`src/rtl/dnn_pkg.sv`:
```
// Shared types and helpers for the junction sequencing blocks: FSM state,
// cycles-per-junction arithmetic and the supported downstream latency range.
package dnn_pkg;

  typedef enum logic [1:0] {
    IDLE  = 2'd0,
    RUN   = 2'd1,
    DRAIN = 2'd2
  } jcs_state_t;

  localparam int PIPE_LAT_MIN = 1;
  localparam int PIPE_LAT_MAX = 8;
  // Wide enough for the largest drain preload, PIPE_LAT_MAX-1.
  localparam int DRAIN_CW = $clog2(PIPE_LAT_MAX);

  function automatic int calc_cycles(input int fo, input int p, input int z);
    return (fo * p) / z;
  endfunction

  function automatic int calc_cw(input int fo, input int p, input int z);
    int c;
    c = calc_cycles(fo, p, z);
    return (c <= 1) ? 1 : $clog2(c);
  endfunction

endpackage

```
`src/rtl/valid_delay_line.sv`:
```
// Free-running W-bit x D-stage shift register with synchronous clear; used to
// align strobes and indices with the downstream address-to-data pipeline.
module valid_delay_line #(
  parameter int W = 1,
  parameter int D = 1
) (
  input  logic         clk,
  input  logic         reset,
  input  logic [W-1:0] din,
  output logic [W-1:0] dout
);

  for (genvar gi = 0; gi < D; gi++) begin : g_stage
    logic [W-1:0] q_reg;
    if (gi == 0) begin : g_first
      always_ff @(posedge clk) begin
        if (reset) q_reg <= '0;
        else       q_reg <= din;
      end
    end else begin : g_next
      always_ff @(posedge clk) begin
        if (reset) q_reg <= '0;
        else       q_reg <= g_stage[gi-1].q_reg;
      end
    end
  end

  assign dout = g_stage[D-1].q_reg;

endmodule

```
`src/rtl/junction_cycle_sequencer.sv`:
```
// Generates the 0..C-1 cycle_index sweep for one junction pass, with delayed
// strobes and a done pulse. Optional feature macro: JCS_BACK_TO_BACK_EN.
module junction_cycle_sequencer
  import dnn_pkg::*;
#(
  parameter int fo       = 2,
  parameter int p        = 16,
  parameter int z        = 8,
  parameter int PIPE_LAT = 2,
  localparam int C       = calc_cycles(fo, p, z),
  localparam int CW      = calc_cw(fo, p, z)
) (
  input  logic          clk,
  input  logic          reset,
  input  logic          start,
  input  logic          ready,
  output logic [CW-1:0] cycle_index,
  output logic          cyc_valid,
  output logic          cyc_last,
  output logic          dly_valid,
  output logic          dly_last,
  output logic [CW-1:0] dly_index,
  output logic          busy,
  output logic          done
);

  localparam logic [CW-1:0]       LAST_IDX   = CW'(C - 1);
  localparam logic [DRAIN_CW-1:0] DRAIN_LOAD = DRAIN_CW'(PIPE_LAT - 1);

  jcs_state_t          state_reg, state_next;
  logic [CW-1:0]       idx_reg, idx_next;
  logic [DRAIN_CW-1:0] cnt_reg, cnt_next;
  logic                accept;
  logic [CW+1:0]       line_out;

  always_ff @(posedge clk) begin
    if (reset) begin
      state_reg <= IDLE;
      idx_reg   <= '0;
      cnt_reg   <= '0;
    end else begin
      state_reg <= state_next;
      idx_reg   <= idx_next;
      cnt_reg   <= cnt_next;
    end
  end

  always_comb begin
    state_next = state_reg;
    idx_next   = idx_reg;
    cnt_next   = cnt_reg;
    case (state_reg)
      IDLE: begin
        if (start) begin
          state_next = RUN;
          idx_next   = '0;
        end
      end
      RUN: begin
        if (ready) begin
          if (idx_reg == LAST_IDX) begin
            idx_next = '0;
`ifdef JCS_BACK_TO_BACK_EN
            // A start coinciding with the final accept chains straight into the next pass.
            if (!start) begin
              state_next = DRAIN;
              cnt_next   = DRAIN_LOAD;
            end
`else
            state_next = DRAIN;
            cnt_next   = DRAIN_LOAD;
`endif
          end else begin
            idx_next = idx_reg + CW'(1);
          end
        end
      end
      DRAIN: begin
        if (cnt_reg == '0) state_next = IDLE;
        else               cnt_next   = cnt_reg - DRAIN_CW'(1);
      end
      default: state_next = IDLE;
    endcase
  end

`ifdef JCS_BACK_TO_BACK_EN
  logic done_dly;

  valid_delay_line #(.W(1), .D(PIPE_LAT)) u_done_line (
    .clk   (clk),
    .reset (reset),
    .din   (accept & cyc_last),
    .dout  (done_dly)
  );
`endif

  always_comb begin
    cyc_valid = (state_reg == RUN);
    cyc_last  = (state_reg == RUN) && (idx_reg == LAST_IDX);
    busy      = (state_reg != IDLE);
`ifdef JCS_BACK_TO_BACK_EN
    done      = done_dly;
`else
    done      = (state_reg == DRAIN) && (cnt_reg == '0);
`endif
  end

  assign cycle_index = idx_reg;
  assign accept      = cyc_valid & ready;

  valid_delay_line #(.W(CW + 2), .D(PIPE_LAT)) u_dly_line (
    .clk   (clk),
    .reset (reset),
    .din   ({accept, cyc_last & ready, idx_reg}),
    .dout  (line_out)
  );

  assign {dly_valid, dly_last, dly_index} = line_out;

endmodule
```
`config.mk`:
```
export PLATFORM = sky130hd
export DESIGN_NAME = junction_cycle_sequencer
export DESIGN_NICKNAME = d
export VERILOG_FILES = /design/src/rtl/dnn_pkg.sv /design/src/rtl/valid_delay_line.sv /design/src/rtl/junction_cycle_sequencer.sv
export SDC_FILE = /design/constraint.sdc
export NUM_CORES = 1
export LEC_CHECK = 0
export CAP_MARGIN = 30
export CELL_PAD_IN_SITES_DETAIL_PLACEMENT = 2
export CELL_PAD_IN_SITES_GLOBAL_PLACEMENT = 2
export CORE_MARGIN = 3
export CORE_UTILIZATION = 36
export DETAILED_ROUTE_END_ITERATION = 12
export DONT_BUFFER_PORTS = 1
export GPL_TIMING_DRIVEN = 0
export PLACE_DENSITY = 0.7
export SLEW_MARGIN = 5
export SYNTH_ARGS = -nofsm -noshare
export SYNTH_HDL_FRONTEND = slang
export SYNTH_SLANG_ARGS = --single-unit
```
`constraint.sdc`:
```
create_clock -name clk -period 1.4 [get_ports clk]
set_input_delay 0.14 -clock clk [delete_from_list [all_inputs] [get_ports clk]]
set_output_delay 0.14 -clock clk [all_outputs]
set_load 0.01 [all_outputs]
```
Word-level counts from Yosys, hierarchy flattened
Cells that the tools add are included.
{ "totals": {"ff_bits": 15, "n_memories": 0, "latchBits": 0, "wordCells": 40, "in_bits": 4, "mem_bits_ro": 0, "mem_bits_rw": 0, "output_inout_bits": 10} }
{ "op_classes": {"eq_ne": 8, "div": 0, "add_sub_neg": 2, "muxes": 13, "n_mul": 0, "n_shift": 0, "order_cmp": 0, "n_reduce_logical": 10, "bitwise_logic": 2} }
{ "op_table": {"columns": ["operator", "count"], "rows": [
  ["$mux 2", 7],
  ["$mux 3", 3],
  ["$ne 2x2->1 const B", 4],
  ["$reduce_and 4->1", 2],
  ["$pmux 2 s3", 1],
  ["$pmux 3 s2", 1],
  ["$reduce_bool 2->1", 3],
  ["$eq 2x2->1 const B", 2],
  ["$pmux 2 s2", 1],
  ["$logic_not 3->1", 1],
  ["$reduce_and 3->1", 1],
  ["$sub 3x1->3 const B", 1],
  ["$add 2x1->2 const B", 1],
  ["$and 1x1->1", 2],
  ["$eq 2x1->1 const B", 1],
  ["$logic_and 1x1->1", 2],
  ["$logic_not 2->1", 1],
  ["$ne 2x1->1 const B", 1]
]} }

Longest topological paths before layout
Gate-level depths: netlist of run 1.
{ "logic_depth": {"ltp_word": 4, "mapped_depth": 6, "mapped_depth_nobuf": 6} }

Modules after synthesis
From an unflattened synthesis of run 1, not the netlist that was laid out.
{ "unflattened": {"hier_cells": 62, "area_unflattened_um2": 601.8} }
{ "modules_own_cells": {"columns": ["mod", "n_inst", "seq_area_each_um2", "cells_per_inst", "area_per_inst_um2"], "rows": [
  ["junction_cycle_sequencer", 1, 140.1, 46, 391.6],
  ["valid_delay_line", 1, 160.2, 16, 210.2]
]} }

Least setup slack after synthesis of run 1
OpenSTA, ideal clock, no wires.
{ "synth_path": {"path_type": "reg2reg", "start": "register cnt_reg[0]", "end": "register cnt_reg[0]", "period_less_slack_ns": 1.260, "arrival_ns": 1.174, "n_path_buf": 0, "required_time_ns": 1.314, "path_stages_with_launch": 7, "setup_time_ns": 0.086, "setup_slack_ns": 0.140, "cell_sequence": "dfxtp_1 inv_1 ha_1 ha_1 nor2_4 xnor2_1 a211oi_1"} }
{ "synth_between": {"elab_chain_cells": 3, "word_cells_on_any_way": 6, "cone_classes": "1 x add/sub; 1 x eq/ne; 2 x mux; 2 x reduce/logical"} }
{ "synth_rtl": {"columns": ["item", "line", "source"], "rows": [
  ["start: declaration", "junction_cycle_sequencer.sv:32", "logic [DRAIN_CW-1:0] cnt_reg, cnt_next;"],
  ["start signal: assignment", "junction_cycle_sequencer.sv:44", "cnt_reg <= cnt_next;"],
  ["$sub 3x1->3 or $logic_not 3->1 (tied branches)", "junction_cycle_sequencer.sv:80, junction_cycle_sequencer.sv:79", null],
  ["$mux 3 or $ne 2x2->1 (tied branches)", null, null],
  ["$pmux 3 s2 or $reduce_and 4->1 (tied branches)", null, null]
]} }
Several ways; a longest one is shown, not always the timed one. The select of a mux whose other input is x is not followed.
A chain may end at the register's enable or synchronous reset.

Final worst setup path of run 1
{ "layout_path": {"start": "register cnt_reg[1]", "end": "output done"} }
{ "layout_between": {"elab_chain_cells": 2} }
{ "layout_rtl": {"columns": ["item", "line", "source"], "rows": [
  ["$logic_not 3->1", "junction_cycle_sequencer.sv:104", "done = (state_reg == DRAIN) && (cnt_reg == '0);"],
  ["$logic_and 1x1->1", "junction_cycle_sequencer.sv:104", null],
  ["end: declaration", "junction_cycle_sequencer.sv:24", "output logic done"]
]} }
No other way between the ends.

==> metrics.sh, run 1 <==
RSZ0062_AT_GRT='true'
FIRST_GLOBAL_VIAS=475
MOSTFREQUENTLAYOUTCELL='sky130_fd_sc_hd__dfxtp_1'
CAP_VIOL_MAX_COUNT=0
MOSTFREQUENTLAYOUTCELLS='sky130_fd_sc_hd__dfxtp_1, sky130_fd_sc_hd__nor2b_1, sky130_fd_sc_hd__dfxtp_2'
TIMING_WORST_SETUP_PATH_TYPE='reg2out'
DRT_DRC_VIOLATIONS_LEFT=0
WORST-ENDPOINT-REQUIRED_PS=1260
CTS_BUFFERS=3
POWER-PER-CELL-AREA_nW_PER_UM2=953.1
FINAL_PERIOD_MINUS_WORST_SETUP_SLACK_PS=1363
WORSTMARGINPINSLEW_PS=495.0
RESULT_OF_THE_RUN='completed'
TIMING.REG2REG.WORST_PATH_DEPTH=4
GLOBALROUTE.TOTALOVERFLOW=0
YOSYS_WARNINGS=0
ROOT_BUFFER_MASTER='sky130_fd_sc_hd__clkbuf_4'
HOLD_CLASS='in2reg'
PATH_CLK_SLEW_PS=90
GP_CONGESTION=0.6472
GRT_PASS1_WL_MM=2.235
NNETSFINAL=78
DRV_SLEW=0
FLOW.AREA_GROWTH_FROM_SYNTHESIS_PCT=17.75
POST_ROUTE_CLOCK_SKEW_PS=2.012
MAXIMUM_FANOUT_ALONG_THE_WORST_PATH=4
YOSYSUNIQUECELLTYPES=30
TRITONCTS='built'
GRT_START_MAX_NET_PINS=11
HOLD_PATH_STARTPOINT='ready'
DRT-INITIAL-DRC-COUNT=1
LAYOUT_WORST_PATH_CYCLE_SHARE=0.9733
SWITCHING_POWER_mW=0.1742
POWER.SEQUENTIAL.FRACTION=0.597
FOOTPRINT_OF_THE_MULTI_INPUT_GATES_UM2=344.1
CRITICAL_PATH.REG2REG.STARTPOINT='cycle_index[0]'
POSTSYNTHAREAPERCELL_UM2=10.24
DIE_AREA_UM2=2369
FIN_CELLS=94
DRIVE_GT1_FRAC=0.4000
NUM_VIAS=484
CHIPWIDTH_UM=48.68
CLOCK_TREE.HTREE_LEVEL_COUNT=1
ROWS=14
POWER.COMBINATIONAL.FRACTION=0.061
ANTENNA_FOUND_INITIAL=0
POWER.SHARE.SWITCHING=0.2367
P_INT_mW=0.5616
R2R_SLACK_PS=90
SYNTH.YOSYS.SEQ_AREA_SHARE=0.4580
PLACE.DETAILED.HPWL_UM=939.6
TOTAL_LEAKAGE_POWER_nW=0.2834
WORSTPATHARRIVAL_PS=1220
COUNT_OF_BUFFERS_INSERTED_AT_THE_TOP_LEVEL_PORTS=0
IR_DROP_mV=0.6157
WORST_CASE_HOLD_PATH_END_POINT='u_dly_line.g_stage[0].q_reg[2]'
START_UTIL=0.4068
END_KIND='output port'
START_KIND='flip-flop'
FINAL.SETUP.TNS_PS=0
VIASPERCELL=5.149
SYN-INSTANCE-COUNT=64
WIRELENGTH_MM=1.391
NETLIST_AREA_UM2=655.6
FILLERINSTANCES=179
AVGROUTEDWIREPERCELL_UM=14.80
FMAX_MHz=733.9
ROUTE.ANTENNA.REMAINING_NETS=0
DIEHEIGHT_UM=48.68
CLKSINKCOUNT=15
CLOCK_INSERTION_DELAY_WORST_SKEW_PS=290
WORST_SLEW_MARGIN_REL=0.6700
DETAILEDROUTE.FIRSTPASSITERATIONCOUNT=4
SETUP_VIOLATIONS=0
IOPINCOUNT=14
FF_LATCH_AREA_UM2=306.5
CORE_AREA_UM2=1612
NUM_ANTENNA_CELLS=0
HOLD_VIOL_FINAL=0
TRACK_USAGE=0.1254
NET_COUNT_SYNTH=71
MIN_DELAY_PATH_DEPTH=1
CLOCKPOWERSHARE=0.342
CTSLONGESTPATHBUFFERS=2
SYNTH.FF_LATCH_COUNT=15
STARTPOINT='cnt_reg[1]'
PLACED_CELLS_INCL_TAPS=88
REGTOREGENDPOINT='cnt_reg[2]'
-- per-stage QoR --
step	setup slack, ps	area, µm²	utilization	hold WS, ps	power [mW]
5_1_grt	-21.04	772.0	0.4790	17.60	0.7832
3_3_place_gp	44.47	685.7	0.4255	212.9	0.4888
4_1_cts	4.048	750.7	0.4658	24.64	0.7477
2_1_floorplan	140.2	655.6	-	211.6	0.4810
6_report	37.42	772.0	0.4790	33.08	0.7358
3_5_place_dp	19.09	685.7	0.4255	215.6	0.4894
-- cell usage after synthesis --
| cell | number | area [µm²] |
|---|---|---|
| sky130_fd_sc_hd__a211oi_1 | 1 | 7.510 |
| sky130_fd_sc_hd__a21oi_1 | 1 | 5.000 |
| sky130_fd_sc_hd__a31oi_1 | 3 | 18.77 |
| sky130_fd_sc_hd__and2_1 | 1 | 6.260 |
| sky130_fd_sc_hd__and2b_2 | 1 | 8.760 |
| sky130_fd_sc_hd__and3_4 | 1 | 11.26 |
| sky130_fd_sc_hd__and3b_1 | 1 | 8.760 |
| sky130_fd_sc_hd__and3b_2 | 2 | 20.02 |
| sky130_fd_sc_hd__buf_2 | 1 | 5.000 |
| sky130_fd_sc_hd__buf_4 | 3 | 22.52 |
| sky130_fd_sc_hd__clkbuf_1 | 1 | 3.750 |
| sky130_fd_sc_hd__dfxtp_1 | 15 | 300.3 |
| sky130_fd_sc_hd__ha_1 | 3 | 37.54 |
| sky130_fd_sc_hd__inv_1 | 3 | 11.26 |
| sky130_fd_sc_hd__mux2i_1 | 1 | 10.01 |
| sky130_fd_sc_hd__nand2_1 | 2 | 7.510 |
| sky130_fd_sc_hd__nand3b_1 | 3 | 22.52 |
| sky130_fd_sc_hd__nand4b_1 | 1 | 8.760 |
| sky130_fd_sc_hd__nor2_1 | 1 | 3.750 |
| sky130_fd_sc_hd__nor2_4 | 1 | 11.26 |
| sky130_fd_sc_hd__nor2b_1 | 6 | 37.54 |
| sky130_fd_sc_hd__nor2b_4 | 1 | 13.76 |
| sky130_fd_sc_hd__nor3_1 | 2 | 10.01 |
| sky130_fd_sc_hd__nor4b_1 | 1 | 8.760 |
| sky130_fd_sc_hd__o211ai_1 | 2 | 15.01 |
| sky130_fd_sc_hd__o21ai_0 | 1 | 5.000 |
| sky130_fd_sc_hd__o21bai_1 | 1 | 7.510 |
| sky130_fd_sc_hd__or2_2 | 1 | 6.260 |
| sky130_fd_sc_hd__or3_1 | 2 | 12.51 |
| sky130_fd_sc_hd__xnor2_1 | 1 | 8.760 |
-- repair_timing --
item / in CTS / in global routing
resized for setup: 7 / 8
endpoints found under the setup margin: 2 / 4
cloned: 0 / 0
hold buffers: 1 / 0
endpoints found under the hold margin: 3 / 0
setup buffers: 1 / 0
pin swaps: 0 / 1
-- logic make-up after synthesis --
kind of cell,Yosys count,synth area share
simple gates,27,0.3015
xor+xnor,1,0.01336
flops,15,0.4580
mux,1,0.01527
fa+ha+maj,3,0.05726
compound gates,9,0.08968
buf+inv,8,0.06487
-- worst max-delay path: stages, from the launching register on --
cell                      delay (ps)
sky130_fd_sc_hd__dfxtp_2         340
sky130_fd_sc_hd__inv_2            50
sky130_fd_sc_hd__ha_4            150
sky130_fd_sc_hd__ha_4            170
sky130_fd_sc_hd__and3b_2         220
-- cell type report --
type | count | area share
Multi-Input combinational cell | 41 | 0.4457
Sequential cell | 15 | 0.3971
Buffer | 5 | 0.04538
Tap cell | 24 | 0.03890
Clock buffer | 3 | 0.02917
Timing Repair Buffer | 2 | 0.02269
Inverter | 3 | 0.01459
Clock inverter | 1 | 0.006483
-- power groups by stage --
stage | registers (mW) | logic (mW) | clock network (mW)
after floorplan | 0.447 | 0.0338 | 0
after global placement | 0.448 | 0.0406 | 0
after detailed placement | 0.449 | 0.0408 | 0
after CTS | 0.439 | 0.0441 | 0.265
after global routing | 0.440 | 0.0499 | 0.293
final | 0.439 | 0.0452 | 0.251
-- worst max path at each step --
stage	endpoint	slack [ps]	cells past startpoint
3_3_place_gp	cnt_reg[0]	40	6
4_1_cts	done	4	4
2_1_floorplan	cnt_reg[0]	140	6
6_report	done	40	4
5_1_grt	done	-20	4
3_5_place_dp	cnt_reg[0]	20	6
-- metal layers --
layer | vias to the layer above | routed length, µm | GRT usage
met5 | - | 0 | 0
met4 | 0 | 16 | 0.05687
met3 | 2 | 116 | 0.07055
met2 | 16 | 605 | 0.1697
met1 | 233 | 652 | 0.1592
li1 | 233 | - | -
(Power assumes the default switching activity.)
==> run 2: changes to the inputs <==
CORE_UTILIZATION = 29   (was 36)
PLACE_DENSITY = 0.58   (was 0.7)
==> run 2 against run 1 <==
  * Cell count is 4.3% higher
  * Utilization is 9.1 points lower
  * Design area is 2.6% higher
  * Fmax hardly changed
  * Global-route usage is 0.55 points higher
  * First-iteration DRC count grew to 6.0 times the previous value
  * Die area is 21% higher
  * Largest power group unchanged
==> metrics.sh, run 2 (synthesis results as in run 1) <==
RESULT_OF_THE_RUN='completed'  # unchanged
ROUTE.ANTENNA.REMAINING_NETS=0  # unchanged
NUM_VIAS=484  # unchanged
CLOCK_TREE.HTREE_LEVEL_COUNT=1  # unchanged
RSZ0062_AT_GRT='true'  # unchanged
WORST_SLACK_PS=36.99  # was 37.42 ps
WORST_SLEW_MARGIN_REL=0.6803  # was 0.6700
CLOCK_INSERTION_DELAY_WORST_SKEW_PS=290  # about the same
FLOW.AREA_GROWTH_FROM_SYNTHESIS_PCT=20.80  # was 17.75%
DRIVE_GT1_FRAC=0.3944  # was 0.4000
CORE_AREA_UM2=2042  # was 1612 µm²
GRT_START_MAX_NET_PINS=11  # unchanged
POST-LAYOUT-TOTAL-POWER_mW=0.7447  # was 0.7358 mW
POST_ROUTE_CLOCK_SKEW_PS=3.126  # was 2.012 ps
GP_CONGESTION=0.6609  # was 0.6472
TOTAL_LEAKAGE_POWER_nW=0.2845  # was 0.2834 nW
PLACE.DETAILED.HPWL_MM=1.033  # was 939.6 µm
PRE_CTS_WS_PS=20.84  # was 19.09 ps
MAXIMUM_SINGLE_STAGE_DELAY_ON_THE_CRITICAL_PATH_PS=350  # was 340 ps
TRACK_USAGE=0.1309  # was 0.1254
IR_DROP_mV=0.4196  # was 0.6157 mV
MOSTFREQUENTLAYOUTCELLS='sky130_fd_sc_hd__dfxtp_1, sky130_fd_sc_hd__nor2b_1, sky130_fd_sc_hd__clkbuf_4, sky130_fd_sc_hd__buf_4'  # was sky130_fd_sc_hd__dfxtp_1, sky130_fd_sc_hd__nor2b_1, sky130_fd_sc_hd__dfxtp_2
FINAL_PERIOD_MINUS_WORST_SETUP_SLACK_PS=1363  # about the same
CHIPWIDTH_UM=53.55  # was 48.68 µm
WORSTMARGINPINSLEW_PS=479.5  # was 495.0 ps
DIEHEIGHT_UM=53.55  # was 48.68 µm
GRT_PASS1_WL_MM=2.587  # was 2.235 mm
CTSLONGESTPATHBUFFERS=2  # unchanged
CTS_BUFFERS=3  # unchanged
CLKSINKCOUNT=15  # unchanged
DIE_AREA_UM2=2867  # was 2369 µm²
TIMING.CRITICAL_PATH.MAX_DELAY_FAMILY='flip-flops'  # unchanged
VIASPERCELL=4.939  # was 5.149
WORSTPATHARRIVAL_PS=1220  # about the same
WIRELENGTH_MM=1.506  # was 1.391 mm
TIMING_WORST_SETUP_PATH_TYPE='reg2out'  # unchanged
TRITONCTS='built'  # unchanged
DRV_SLEW=0  # unchanged
CAP_VIOL_MAX_COUNT=0  # unchanged
NUM_ANTENNA_CELLS=0  # unchanged
ROWS=16  # was 14
DETAILEDROUTE.FIRSTPASSITERATIONCOUNT=2  # was 4
START_UTIL=0.3211  # was 0.4068
END_KIND='output port'  # unchanged
POWER-PER-CELL-AREA_nW_PER_UM2=940.2  # was 953.1 nW/µm²
CRIT_CHAIN='inv_2 -> ha_4 -> ha_4 -> and3b_2'  # unchanged
CRIT_PATH_FREQUENT_CELL='sky130_fd_sc_hd__ha_4'  # unchanged
FMAX_MHz=733.7  # was 733.9 MHz
FIN_UTIL=0.3879  # was 0.4790
LAYOUT_WORST_PATH_CYCLE_SHARE=0.9736  # was 0.9733
AVGROUTEDWIREPERCELL_UM=15.37  # was 14.80 µm
ROOT_BUFFER_MASTER='sky130_fd_sc_hd__clkbuf_4'  # unchanged
START_KIND='flip-flop'  # unchanged
FINAL.SETUP.TNS_PS=0  # unchanged
MOSTFREQUENTLAYOUTCELL='sky130_fd_sc_hd__dfxtp_1'  # unchanged
DRT-INITIAL-DRC-COUNT=6  # was 1
DRT_DRC_VIOLATIONS_LEFT=0  # unchanged
NNETSFINAL=79  # was 78
FIRST_GLOBAL_VIAS=527  # was 475
CRITICAL_PATH_BUF_INV_COUNT=1  # unchanged
COUNT_OF_BUFFERS_INSERTED_AT_THE_TOP_LEVEL_PORTS=0  # unchanged
WORST-ENDPOINT-REQUIRED_PS=1260  # about the same
IOPINCOUNT=14  # unchanged
GLOBALROUTE.TOTALOVERFLOW=0  # unchanged
HOLD_CLASS='in2reg'  # unchanged
CELL_WITH_THE_LARGEST_STAGE_DELAY_ON_THE_WORST_PATH='sky130_fd_sc_hd__dfxtp_2'  # unchanged
PATH_CLK_SLEW_PS=100  # was 90 ps
ANTENNA_FOUND_INITIAL=0  # unchanged
MAXIMUM_FANOUT_ALONG_THE_WORST_PATH=4  # unchanged
SETUP_VIOLATIONS=0  # unchanged
HOLD_VIOL_FINAL=0  # unchanged
[run 2: cell count changes in the layout (fill, tap and decap cells not counted), sizes merged]
cell and delta:
clkinvlp +1, clkinv -1, clkbuf +1
[run 2: through the flow]
step	hold slack (ps)	std cells	instance area, µm²
finish	28.13	98	792.0
global route	6.567	98	792.0
CTS	4.405	98	778.2
detailed placement	214.9	91	689.4
global placement	212.6	91	689.4
floorplan	211.6	64	655.6
[run 2: worst reg2reg max path: stages, from the launching register on]
cell and delay [ps]:
sky130_fd_sc_hd__dfxtp_4 370, sky130_fd_sc_hd__ha_2 200, sky130_fd_sc_hd__and3_4 190, sky130_fd_sc_hd__or3_1 310, sky130_fd_sc_hd__a31oi_1 170
[run 2: path summary, 6_finish.rpt]
| kind | start | endpoint | slack [ps] | cells past startpoint |
|---|---|---|---|---|
| worst max-delay path | cnt_reg[0] | done | 40 | 4 |
| worst min-delay path | ready | u_dly_line.g_stage[0].q_reg[2] | 30 | 1 |
| worst max register to register | cycle_index[0] | cnt_reg[1] | 80 | 4 |
| worst min register to register | u_dly_line.g_stage[0].q_reg[2] | u_dly_line.dout[2] | 450 | 1 |
[run 2: repair_timing]
| item | 4_1_cts | 5_1_grt |
|---|---|---|
| resized for setup | 12 | 5 |
| hold buffers | 1 | 0 |
| endpoints found under the hold margin | 3 | 0 |
| buffers inserted | 2 | 0 |
| endpoints found under the setup margin | 5 | 5 |
| pin swaps | 1 | 2 |
[run 2: where the power goes]
group          internal [mW]  switching, mW  leakage (nW)  total (mW)
sequential             0.431        0.00531         0.124       0.436
clock                  0.109          0.155        0.0139       0.263
combinational         0.0215         0.0236         0.146      0.0452
[run 2: final cells by class]
| class | instances | area (µm²) |
|---|---|---|
| fill | 236 | 1250 |
| multi-input combinational | 41 | 344.1 |
| tap | 27 | 33.78 |
| clock inverter | 1 | 7.507 |
| timing repair buffer | 3 | 25.02 |
| inverter | 3 | 11.26 |
| sequential | 15 | 310.3 |
| buffer | 5 | 37.54 |
| clock buffer | 3 | 22.52 |
[run 2: routing by layer]
metal  vias to the layer above  track usage  share of wire
met3                         2      0.03324          0.056
met2                         8       0.2000           0.47
li1                        241            -              -
met1                       233       0.1605           0.47
met4                         0      0.08936         0.0086
met5                         -            0              0
